===== src/rtl/mm_game_ctrl.sv =====
// mm_game_ctrl
// Game sequencer for an external win/loss counter. Commands (INIT loads or
// ctrl-mode steps) are buffered in a small FIFO and issued to the counter one
// per cycle while a game is in PLAY. The game ends when either tally reaches
// WIN_TARGET; the buffer is then flushed and the completed-game count bumps.
//
// Ports:
//   dclk, arst            clock, asynchronous active-high reset
//   start                 pulse: IDLE->PLAY, OVER->IDLE
//   cmd_valid/cmd_ready   command handshake
//   cmd_init/ctrl/inval   command payload
//   INIT, inval, ctrl     registered command outputs to the counter
//   ctr_arstn             registered active-low reset to the counter
//   W_count, L_count      tallies from the counter
//   WINNER, LOSER         game result flags (registered)
//   GAMEOVER              high while in OVER (registered)
//   games                 completed-game count, wraps at 256
module mm_game_ctrl #(
    parameter logic [3:0]  WIN_TARGET = 4'd15,
    parameter int unsigned FIFO_DEPTH = 4,
    parameter logic [1:0]  DEF_CTRL   = 2'b00
) (
    input  logic       dclk,
    input  logic       arst,
    input  logic       start,
    input  logic       cmd_valid,
    output logic       cmd_ready,
    input  logic       cmd_init,
    input  logic [1:0] cmd_ctrl,
    input  logic [3:0] cmd_inval,
    output logic       INIT,
    output logic [3:0] inval,
    output logic [1:0] ctrl,
    output logic       ctr_arstn,
    input  logic [3:0] W_count,
    input  logic [3:0] L_count,
    output logic       WINNER,
    output logic       LOSER,
    output logic       GAMEOVER,
    output logic [7:0] games
);

    localparam int unsigned AW = (FIFO_DEPTH > 1) ? $clog2(FIFO_DEPTH) : 1;

    typedef enum logic [1:0] {IDLE, PLAY, OVER} state_t;

    state_t        state;
    logic [6:0]    mem [FIFO_DEPTH];   // {init, ctrl[1:0], inval[3:0]}
    logic [AW-1:0] wr_ptr;
    logic [AW-1:0] rd_ptr;
    logic [AW:0]   count;
    logic [6:0]    head;
    logic          full;
    logic          empty;
    logic          push;
    logic          pop;
    logic          w_hit;
    logic          l_hit;
    logic          game_end;

    assign full      = (count == (AW+1)'(FIFO_DEPTH));
    assign empty     = (count == '0);
    assign cmd_ready = !full && (state != OVER);
    assign push      = cmd_valid && cmd_ready;
    assign w_hit     = (W_count == WIN_TARGET);
    assign l_hit     = (L_count == WIN_TARGET);
    assign game_end  = (state == PLAY) && (w_hit || l_hit);
    // No issue on the game-ending cycle: the flush discards the buffer and
    // the counter sees defaults as the game enters OVER.
    assign pop       = (state == PLAY) && !empty && !game_end;
    assign head      = mem[rd_ptr];

    // Payload storage needs no reset; occupancy is tracked by count.
    always_ff @(posedge dclk) begin
        if (push)
            mem[wr_ptr] <= {cmd_init, cmd_ctrl, cmd_inval};
    end

    always_ff @(posedge dclk or posedge arst) begin
        if (arst) begin
            state     <= IDLE;
            wr_ptr    <= '0;
            rd_ptr    <= '0;
            count     <= '0;
            INIT      <= 1'b0;
            inval     <= '0;
            ctrl      <= DEF_CTRL;
            ctr_arstn <= 1'b0;
            WINNER    <= 1'b0;
            LOSER     <= 1'b0;
            GAMEOVER  <= 1'b0;
            games     <= '0;
        end else begin
            // Buffer bookkeeping
            if (game_end) begin
                wr_ptr <= '0;
                rd_ptr <= '0;
                count  <= '0;
            end else begin
                if (push)
                    wr_ptr <= wr_ptr + 1'b1;
                if (pop)
                    rd_ptr <= rd_ptr + 1'b1;
                case ({push, pop})
                    2'b10:   count <= count + 1'b1;
                    2'b01:   count <= count - 1'b1;
                    default: count <= count;
                endcase
            end

            // Command outputs, one cycle after the pop decision
            if (pop) begin
                INIT  <= head[6];
                ctrl  <= head[5:4];
                inval <= head[3:0];
            end else begin
                INIT  <= 1'b0;
                ctrl  <= DEF_CTRL;
                inval <= '0;
            end

            // Counter reset pulses low only on the OVER->IDLE transition
            ctr_arstn <= 1'b1;

            case (state)
                IDLE: begin
                    if (start)
                        state <= PLAY;
                end
                PLAY: begin
                    if (w_hit) begin
                        state    <= OVER;
                        WINNER   <= 1'b1;
                        LOSER    <= 1'b0;
                        GAMEOVER <= 1'b1;
                        games    <= games + 1'b1;
                    end else if (l_hit) begin
                        state    <= OVER;
                        WINNER   <= 1'b0;
                        LOSER    <= 1'b1;
                        GAMEOVER <= 1'b1;
                        games    <= games + 1'b1;
                    end
                end
                OVER: begin
                    if (start) begin
                        state     <= IDLE;
                        WINNER    <= 1'b0;
                        LOSER     <= 1'b0;
                        GAMEOVER  <= 1'b0;
                        ctr_arstn <= 1'b0;
                    end
                end
                default: state <= IDLE;
            endcase
        end
    end

endmodule


===== config.mk =====
export PLATFORM = sky130hd
export DESIGN_NAME = mm_game_ctrl
export DESIGN_NICKNAME = d
export VERILOG_FILES = /design/src/rtl/mm_game_ctrl.sv
export SDC_FILE = /design/constraint.sdc
export NUM_CORES = 1
export LEC_CHECK = 0
export ABC_CLOCK_PERIOD_IN_PS = 3200
export CORE_MARGIN = 2
export CORE_UTILIZATION = 52
export DETAILED_ROUTE_END_ITERATION = 10
export PLACE_DENSITY = 0.85
export SLEW_MARGIN = 20
export SYNTH_ARGS = -nofsm -noshare
export SYNTH_HDL_FRONTEND = slang
export SYNTH_SLANG_ARGS = --single-unit

===== constraint.sdc =====
create_clock -name dclk -period 3.2 [get_ports dclk]
set_clock_uncertainty 0.1 [all_clocks]
set_input_delay 0.64 -clock dclk [delete_from_list [all_inputs] [get_ports dclk]]
set_output_delay 0.64 -clock dclk [all_outputs]
set_load 0.1 [all_outputs]

Word level (Yosys, flattened, before mapping)
Memories as Yosys holds them, arrays and structs flattened.
Cells that the tools add are included.
- memories kept: 1
- bits in writable memories: 28
- bits in latches: 0
- ROM bits: 0
- output and inout bits: 20
- logic and storage cells: 77
- flip-flop bits (word level): 28
- multiplexer cells: 29
- eq/ne operators: 11
- order comparisons: 0
- bitwise gates (word level): 0
- $add $sub $neg: 5
- div/mod/pow operators: 0
- shift operators: 0
- multipliers: 0
- reduce and logical (&&, ||, !) cells: 19
- memories (name ; words ; width ; rd ports ; clocked after Yosys merged registers in ; write ports ; line ; text):
    mem ; 4 ; 7 ; 1 ; 0 ; 1 ; 48 ; logic [6:0] mem [FIFO_DEPTH];
- operators by type and width (cell ; number):
    2-to-1 mux 2 bit ; 9
    2-to-1 mux 8 bit ; 2
    2-to-1 mux 1 bit ; 11
    adder 8 x 1 -> 8 bit (second input constant) ; 1
    equality test 4 bit (second input constant) ; 2
    nonzero test 2 bit ; 4
    inequality test 2 bit (second input constant) ; 3
    case mux 1 bit (2 select lines) ; 3
    case mux 2 bit (3 select lines) ; 1
    case mux 3 bit (2 select lines) ; 1
    AND reduction 3 bit ; 2
    logical AND 1 bit ; 5
    adder 2 x 1 -> 2 bit (second input constant) ; 2
    equality test 2 x 1 -> 1 bit (second input constant) ; 2
    equality test 2 bit (second input constant) ; 2
    2-to-1 mux 4 bit ; 1
    adder 3 x 1 -> 3 bit (second input constant) ; 1
    equality test 3 bit (second input constant) ; 1
    zero test 1 bit ; 3
    zero test 3 bit ; 1
    2-to-1 mux 3 bit ; 1
    inequality test 3 bit (second input constant) ; 1
    nonzero test 3 bit ; 1
    subtractor 3 x 1 -> 3 bit (second input constant) ; 1
    other kinds (3) ; 3

Logic depth before layout (Yosys ltp)
Gate-level depths: netlist of run 1.
- depth after elaboration: 8
- mapped depth: 10
- depth with buffers taken out: 8

Worst setup path after synthesis of run 1
OpenSTA, ideal clock, no wires.
- path type: input to register
- from: input L_count[2]
- to: register count[2]
- data arrival time: 2.051 ns
- slack: 0.928 ns
- stages: 8
- path through: nand4_1 -> nand4_1 -> nor2_1 -> fa_1 -> inv_1 -> a31oi_1 -> a221o_1 -> a22o_1
- cells in the longest elaborated chain, start to end: 8
- elaborated cells between the ends (all ways): 10
- RTL lines (what ; line ; text):
    from (decl) ; 36 ; input logic [3:0] L_count,
    equality test 4 bit * ; 66 ; assign l_hit = (L_count == WIN_TARGET);
    logical OR 1 bit * ; 67 ; assign game_end = (state == PLAY) && (w_hit || l_hit);
    logical AND 1 bit * ; 67 ;
    zero test 1 bit ; 70 ; assign pop = (state == PLAY) && !empty && !game_end;
    logical AND 1 bit ; 70 ;
    equality test 2 x 1 -> 1 bit / equality test 2 bit (equally long branches) ; 104 ; case ({push, pop})
    case mux 3 bit (2 select lines) ; 104 ;
    2-to-1 mux 3 bit ; 95 ; if (game_end) begin
    to (signal assigned) ; 105 ; 2'b10: count <= count + 1'b1;
    to (signal assigned) ; 106 ; 2'b01: count <= count - 1'b1;
    to (signal assigned) ; 107 ; default: count <= count;
    to (decl) ; 51 ; logic [AW:0] count;
Every way passes the cells marked *; elsewhere a longest branch is shown, timed or not.
A chain may end at the register's enable or synchronous reset.

Worst setup path in the final report of run 1
- from: input W_count[0]
- to: register count[2]
- cells in the longest elaborated chain, start to end: 8
- elaborated cells between the ends (all ways): 10
- RTL lines (what ; line ; text):
    from (decl) ; 35 ; input logic [3:0] W_count,
    equality test 4 bit * ; 65 ; assign w_hit = (W_count == WIN_TARGET);
    logical OR 1 bit * ; 67 ;
    logical AND 1 bit * ; 67 ;
    zero test 1 bit ; 70 ;
    logical AND 1 bit ; 70 ;
    equality test 2 x 1 -> 1 bit / equality test 2 bit (equally long branches) ; 104 ;
    case mux 3 bit (2 select lines) ; 104 ;
    2-to-1 mux 3 bit ; 95 ;
Marks and branches as above.

==> results of run 1 <==
## final cells by class
type,count,share of cell area (%)
flip-flops and latches,56,53.6
multi-input cells,99,28.6
clock buffers,6,2.53
inverters,4,0.522
clock inverters,2,0.435
repair buffers,40,12.0
well taps,52,2.26
## stage by stage
stage          setup slack, ps  utilization (%)  std cells  power, uW
6_report                   604             65.1        259       2780
3_5_place_dp               328             63.2        251       2440
4_1_cts                    654             65.1        259       2810
5_1_grt                    555             65.1        259       2940
2_1_floorplan              928                -        163       2170
3_3_place_gp               379             63.2        251       2410
## synthesized netlist by cell type, drive strengths merged, types with 2 or more instances
library cell,n,area share [%]
buf,3,0.57
dfrtp,28,29
nand3,5,1.0
a31oi,2,0.52
a211oi,2,0.62
mux4,7,6.6
xor2,2,0.73
ha,5,2.6
nor3,2,0.42
xnor2,8,2.9
and3,2,0.73
nor2,7,1.1
nand2,9,1.4
and2,12,3.2
or3,2,0.57
and4,2,0.73
edfxtp,28,35
mux2i,2,0.83
a21oi,6,1.4
inv,4,0.62
nand4,6,1.6
nand2b,2,0.83
o21ai,3,0.62
## layer usage
layer  global-route usage [%]  vias up  share of wire (%)  wire length [um]
met2                     26.7       27                 50              2010
met1                     22.7      694                 45              1810
met4                     7.76        0                1.7                70
li1                         -      695                  -                 -
met5                        0        -                  0                 0
met3                     4.03        4                3.2               129
## flip-flops by register name, indices dropped and copies added, names as in the netlist
register / count
count: 3
INIT: 1
state: 2
ctrl: 2
LOSER: 1
GAMEOVER: 1
rd_ptr: 2
inval: 4
WINNER: 1
mem: 28
games: 8
ctr_arstn: 1
wr_ptr: 2
## cells in the final DEF, fill, tap and decap left out, types with 2 or more instances in the layout
cell type and instances:
dfrtp_1 28, clkdlybuf4s50_1 18, inv_1 4, nor2_1 7, nand3_1 5, nand2_1 9, o21ai_0 2, a211oi_1 2
and4_1 2, xnor2_1 8, a21oi_1 5, mux2i_1 2, nand4_1 6, mux4_2 7, edfxtp_1 28, and2_1 11
xor2_1 2, nor3_1 2, buf_4 22, ha_1 5, clkbuf_8 5, a31oi_1 2
## where the power goes
part           leakage, uW  internal, uW  total (uW)  switching [uW]
Clock            0.0000428           153         360             207
Combinational     0.000505           437        1290             856
Sequential        0.000611           956        1130             172
Total              0.00116          1550        2780            1240
## cell families after synthesis
kind of cell	after synthesis	synth area share, %
AO/OA/AOI/OAI	20	5.72
XOR/XNOR	10	3.64
adder cells (fa/ha/maj)	6	3.43
buffers and inverters	8	1.77
flip-flops	56	64.1
multiplexers	9	7.38
AND/OR/NAND/NOR	54	14.0
## path summary, 6_finish.rpt
check                      endpoint  slack, ps       start  cells after the start
setup reg to reg           count[2]        810    count[1]                      8
hold / removal             games[7]        370    games[7]                      1
hold reg to reg            games[7]        370    games[7]                      1
min in group asynchronous  games[7]        600        arst                      3
max in group asynchronous  GAMEOVER       2130        arst                      3
setup / recovery           count[2]        600  W_count[0]                      9
## worst max-delay path, stage by stage
cell and delay (ps):
clkdlybuf4s50_1 490, nand4_1 240, nand4_1 230, nor2_1 80
fa_1 430, inv_1 80, a31oi_1 40, a221o_1 310
a22o_1 180
==> reports/results.ini, run 1 <==
[status]
status=complete, no violations

[die]
die_width_um=72.0
row_count=24
ioPinCount=39
die_area_um2=5190
die_h_um=72.0
core_region_area_um2=4410
initial_utilization_pct=54.5

[timing]
hold_viol=0
max_slew_margin_pct=59.5
period_needed_ps=2600
worst_slew_pin_slew_ps=603
hold-worst-slack_ps=373
setup_violations=0
drv_slew=0
rsz0062_at_grt=no
setup_tns_ps=0
fin_crit_sh_pct=81.1
fmax_mhz=385

[layout]
fin_area_um2=2870
regArea_um2=1540
multi_input_area_um2=822
drive_gt1_share_pct=21.3
nFillCells=310
area_delta_synth_final_pct=19.4
antennaDiodeCount=0
fin_nets=231

[synth]
yosys_warnings=0
syn_inst=163
async_reset_ff_share_pct=50.0
synth.distinct_cells=44
ys_seq_area_share_pct=64.1
synth_edf_count=28
ys.flop_type=edfxtp_1
synth_nets=188
synth_area_um2=2410
synth.avg_cell_area_um2=14.8
synth_seq_cells=56

[grt]
antenna_found_initial=0
grt_use_total_pct=17.0
grt_overflow=0
grt_pass1_wl_mm=6.57
grt_max_degree=29
grt_pass1_vias=1400

[route]
dr_total_vias=1420
drtIter0Drc=49
drtPass1Iterations=4
vias_per_cell=5.48
postRouteAntennaNets=0
wl_per_cell_um=15.5
drc=0
drt_wl_total_mm=4.02

[clock_tree]
cts_hold_buf=0
ctsResizeCount=0
cts_tree=done
clk_path_buf_depth=2
cts_sinks=56
htree_levels=2
insertion_delay_ps=300
cts_setup_buffers=0
clk_pin_slew_ps=90
cts_root_buf=clkbuf_8
numCtsBuffers=5

[power_and_ir_drop]
p_leak_uw=0.00116
peakVddDrop_mv=0.454
p_per_area_nw_per_um2=968

[setup_path]
worstPathArrival_ps=2690
cp_max_fo=5
worstSetupPathType=in -> reg
critPathLaunchType=primary input
worstPathRequired_ps=3300
end_kind=flip-flop

[flow_run]
drv_cap=0

[place]
placed_area_um2=2790
place.gp.congestion=0.782
port_buffers=38
post-dp-hpwl_mm=2.89

[worst_hold_path]
hold_class=reg -> reg

Note: power is estimated with default switching activity, not from simulation.
==> run 2, diff against run 1 <==
--- a/config.mk
+++ b/config.mk
@@ -5,11 +5,11 @@
 export SDC_FILE = /design/constraint.sdc
 export NUM_CORES = 1
 export LEC_CHECK = 0
-export ABC_CLOCK_PERIOD_IN_PS = 3200
+export ABC_CLOCK_PERIOD_IN_PS = 2300
 export CORE_MARGIN = 2
-export CORE_UTILIZATION = 52
+export CORE_UTILIZATION = 47
 export DETAILED_ROUTE_END_ITERATION = 10
-export PLACE_DENSITY = 0.85
+export PLACE_DENSITY = 0.81
 export SLEW_MARGIN = 20
 export SYNTH_ARGS = -nofsm -noshare
 export SYNTH_HDL_FRONTEND = slang
==> constraint.sdc (replaced) <==
create_clock -name dclk -period 2.3 [get_ports dclk]
set_clock_uncertainty 0.1 [all_clocks]
set_input_delay 0.46 -clock dclk [delete_from_list [all_inputs] [get_ports dclk]]
set_output_delay 0.46 -clock dclk [all_outputs]
set_load 0.1 [all_outputs]
==> run 2 against run 1 <==
Global-route usage down 0.69 points. Core utilization down 4.4 points. Critical path depth unchanged. Critical endpoint unchanged. Hold slack better by 4.5 ps.
==> reports/results.ini, run 2 (same netlist as run 1, synthesis figures left out) <==
[layout]
fin_area_um2=3040
top_register=mem
drive_gt1_share_pct=27.3
nFillCells=399
antennaDiodeCount=0
largest_reg_flops=28
final_common_cell=buf_4
fin_nets=244
area_delta_synth_final_pct=26.5
instances_no_fill=290
final_cell_mix=buf_4 (34), dfrtp_1 (28), edfxtp_1 (28)
largestRegisters=mem (28), games (8), inval (4)

[timing]
rsz0062_at_grt=no
period_needed_ps=2210
fin_crit_sh_pct=96.0
setup_tns_ps=0
max_slew_margin_pct=63.0
drv_slew=0
setup_violations=0
fmax_mhz=453
hold_viol=0
worst_slew_pin_slew_ps=555

[worst_hold_path]
min_to=games[7]
hold_class=reg -> reg
hold_start=games[7]
whs_path_depth=1

[route]
vias_per_cell=5.32
drtIter0Drc=86
wl_per_cell_um=15.3
drc=0
drtPass1Iterations=5
drt_wl_total_mm=4.43
postRouteAntennaNets=0
dr_total_vias=1543

[clock_tree]
clk_path_buf_depth=2
cts_root_buf=clkbuf_8
htree_levels=2
clk_pin_slew_ps=90
cts_tree=done
cts_sinks=56
numCtsBuffers=5
insertion_delay_ps=290
cts_hold_buf=0
cts_setup_buffers=0

[power_and_ir_drop]
p_leak_uw=0.00124
p_per_area_nw_per_um2=1360
p_total_uw=4150
peakVddDrop_mv=0.601

[die]
die_area_um2=5710
die_width_um=75.6
ioPinCount=39
die_h_um=75.6
initial_utilization_pct=48.0
core_region_area_um2=5010
row_count=26

[setup_path]
end_kind=flip-flop
worstPathRequired_ps=2390
reg2reg_from=count[2]
ff2ff_path_depth=9
r2r-end=count[2]
worstSetupPathType=in -> reg
worstPathArrival_ps=2300
r2r_slack_ps=110
critPathLaunchType=primary input
cp_max_fo=4

[grt]
grt_pass1_vias=1475
grt_pass1_wl_mm=6.81
grt_overflow=0
grt_use_total_pct=16.3
antenna_found_initial=0
grt_max_degree=29

[status]
status=complete, no violations

[place]
post-dp-hpwl_mm=3.11
place.gp.congestion=0.824
placed_area_um2=2920
dpl.cell_count=282
port_buffers=38

[flow_run]
drv_cap=0

run 2: changes by cell type in the layout (fill, tap and decap cells not counted), sizes merged:
cell,change
buf,+13
clkinv,-1
bufinv,+1
run 2: what timing repair did:
item,in CTS,in global routing
endpoints found under the hold margin,0,0
endpoints found under the setup margin,1,1
cloned,0,0
resized for setup,1,3
pin swaps,0,2
run 2: cell type report:
cell class | count | area, um2 | area share [%]
clock buffers | 6 | 72.6 | 2.38
well taps | 70 | 87.6 | 2.88
clock inverters | 2 | 35.0 | 1.15
multi-input cells | 99 | 836 | 27.5
inverters | 4 | 15.0 | 0.493
flip-flops and latches | 56 | 1540 | 50.7
repair buffers | 53 | 455 | 15.0
run 2: metrics by stage:
| step | hold slack (ps) | utilization (%) | worst slack, ps |
|---|---|---|---|
| 2_1_floorplan | 400 | - | 61.2 |
| 3_3_place_gp | 362 | 58.3 | -159 |
| 3_5_place_dp | 364 | 58.3 | -196 |
| 4_1_cts | 381 | 60.5 | 65.3 |
| 5_1_grt | 395 | 60.7 | 2.75 |
| 6_report | 378 | 60.7 | 92.7 |
run 2: how the worst max path moves through the flow:
stage | end | depth (start not counted) | start
6_report | count[2] | 9 | L_count[2]
5_1_grt | count[2] | 9 | count[2]
4_1_cts | count[2] | 8 | count[1]
3_5_place_dp | count[2] | 9 | L_count[2]
3_3_place_gp | count[2] | 9 | W_count[2]
2_1_floorplan | count[2] | 8 | count[2]
run 2: report_power, final:
part	leakage [uW]	switching, uW	internal, uW	total, uW
sequential	0.000611	203	1330	1530
combinational	0.000575	1290	720	2010
clock	0.0000552	288	323	611
run 2: per-layer routing:
| layer | GRT usage, % | part of all wire, % |
|---|---|---|
| met1 | 21.7 | 42 |
| met2 | 27.1 | 52 |
| met3 | 4.10 | 4.8 |
| met4 | 4.09 | 1.0 |
| met5 | 0 | 0 |
run 2: worst max-delay path: stages:
cell             delay (ps)
clkdlybuf4s50_1         490
nand4_1                 140
nand4_1                 190
nor2_4                   60
fa_2                    390
inv_1                    70
a31oi_1                  30
a221o_1                 290
a22o_1                  180
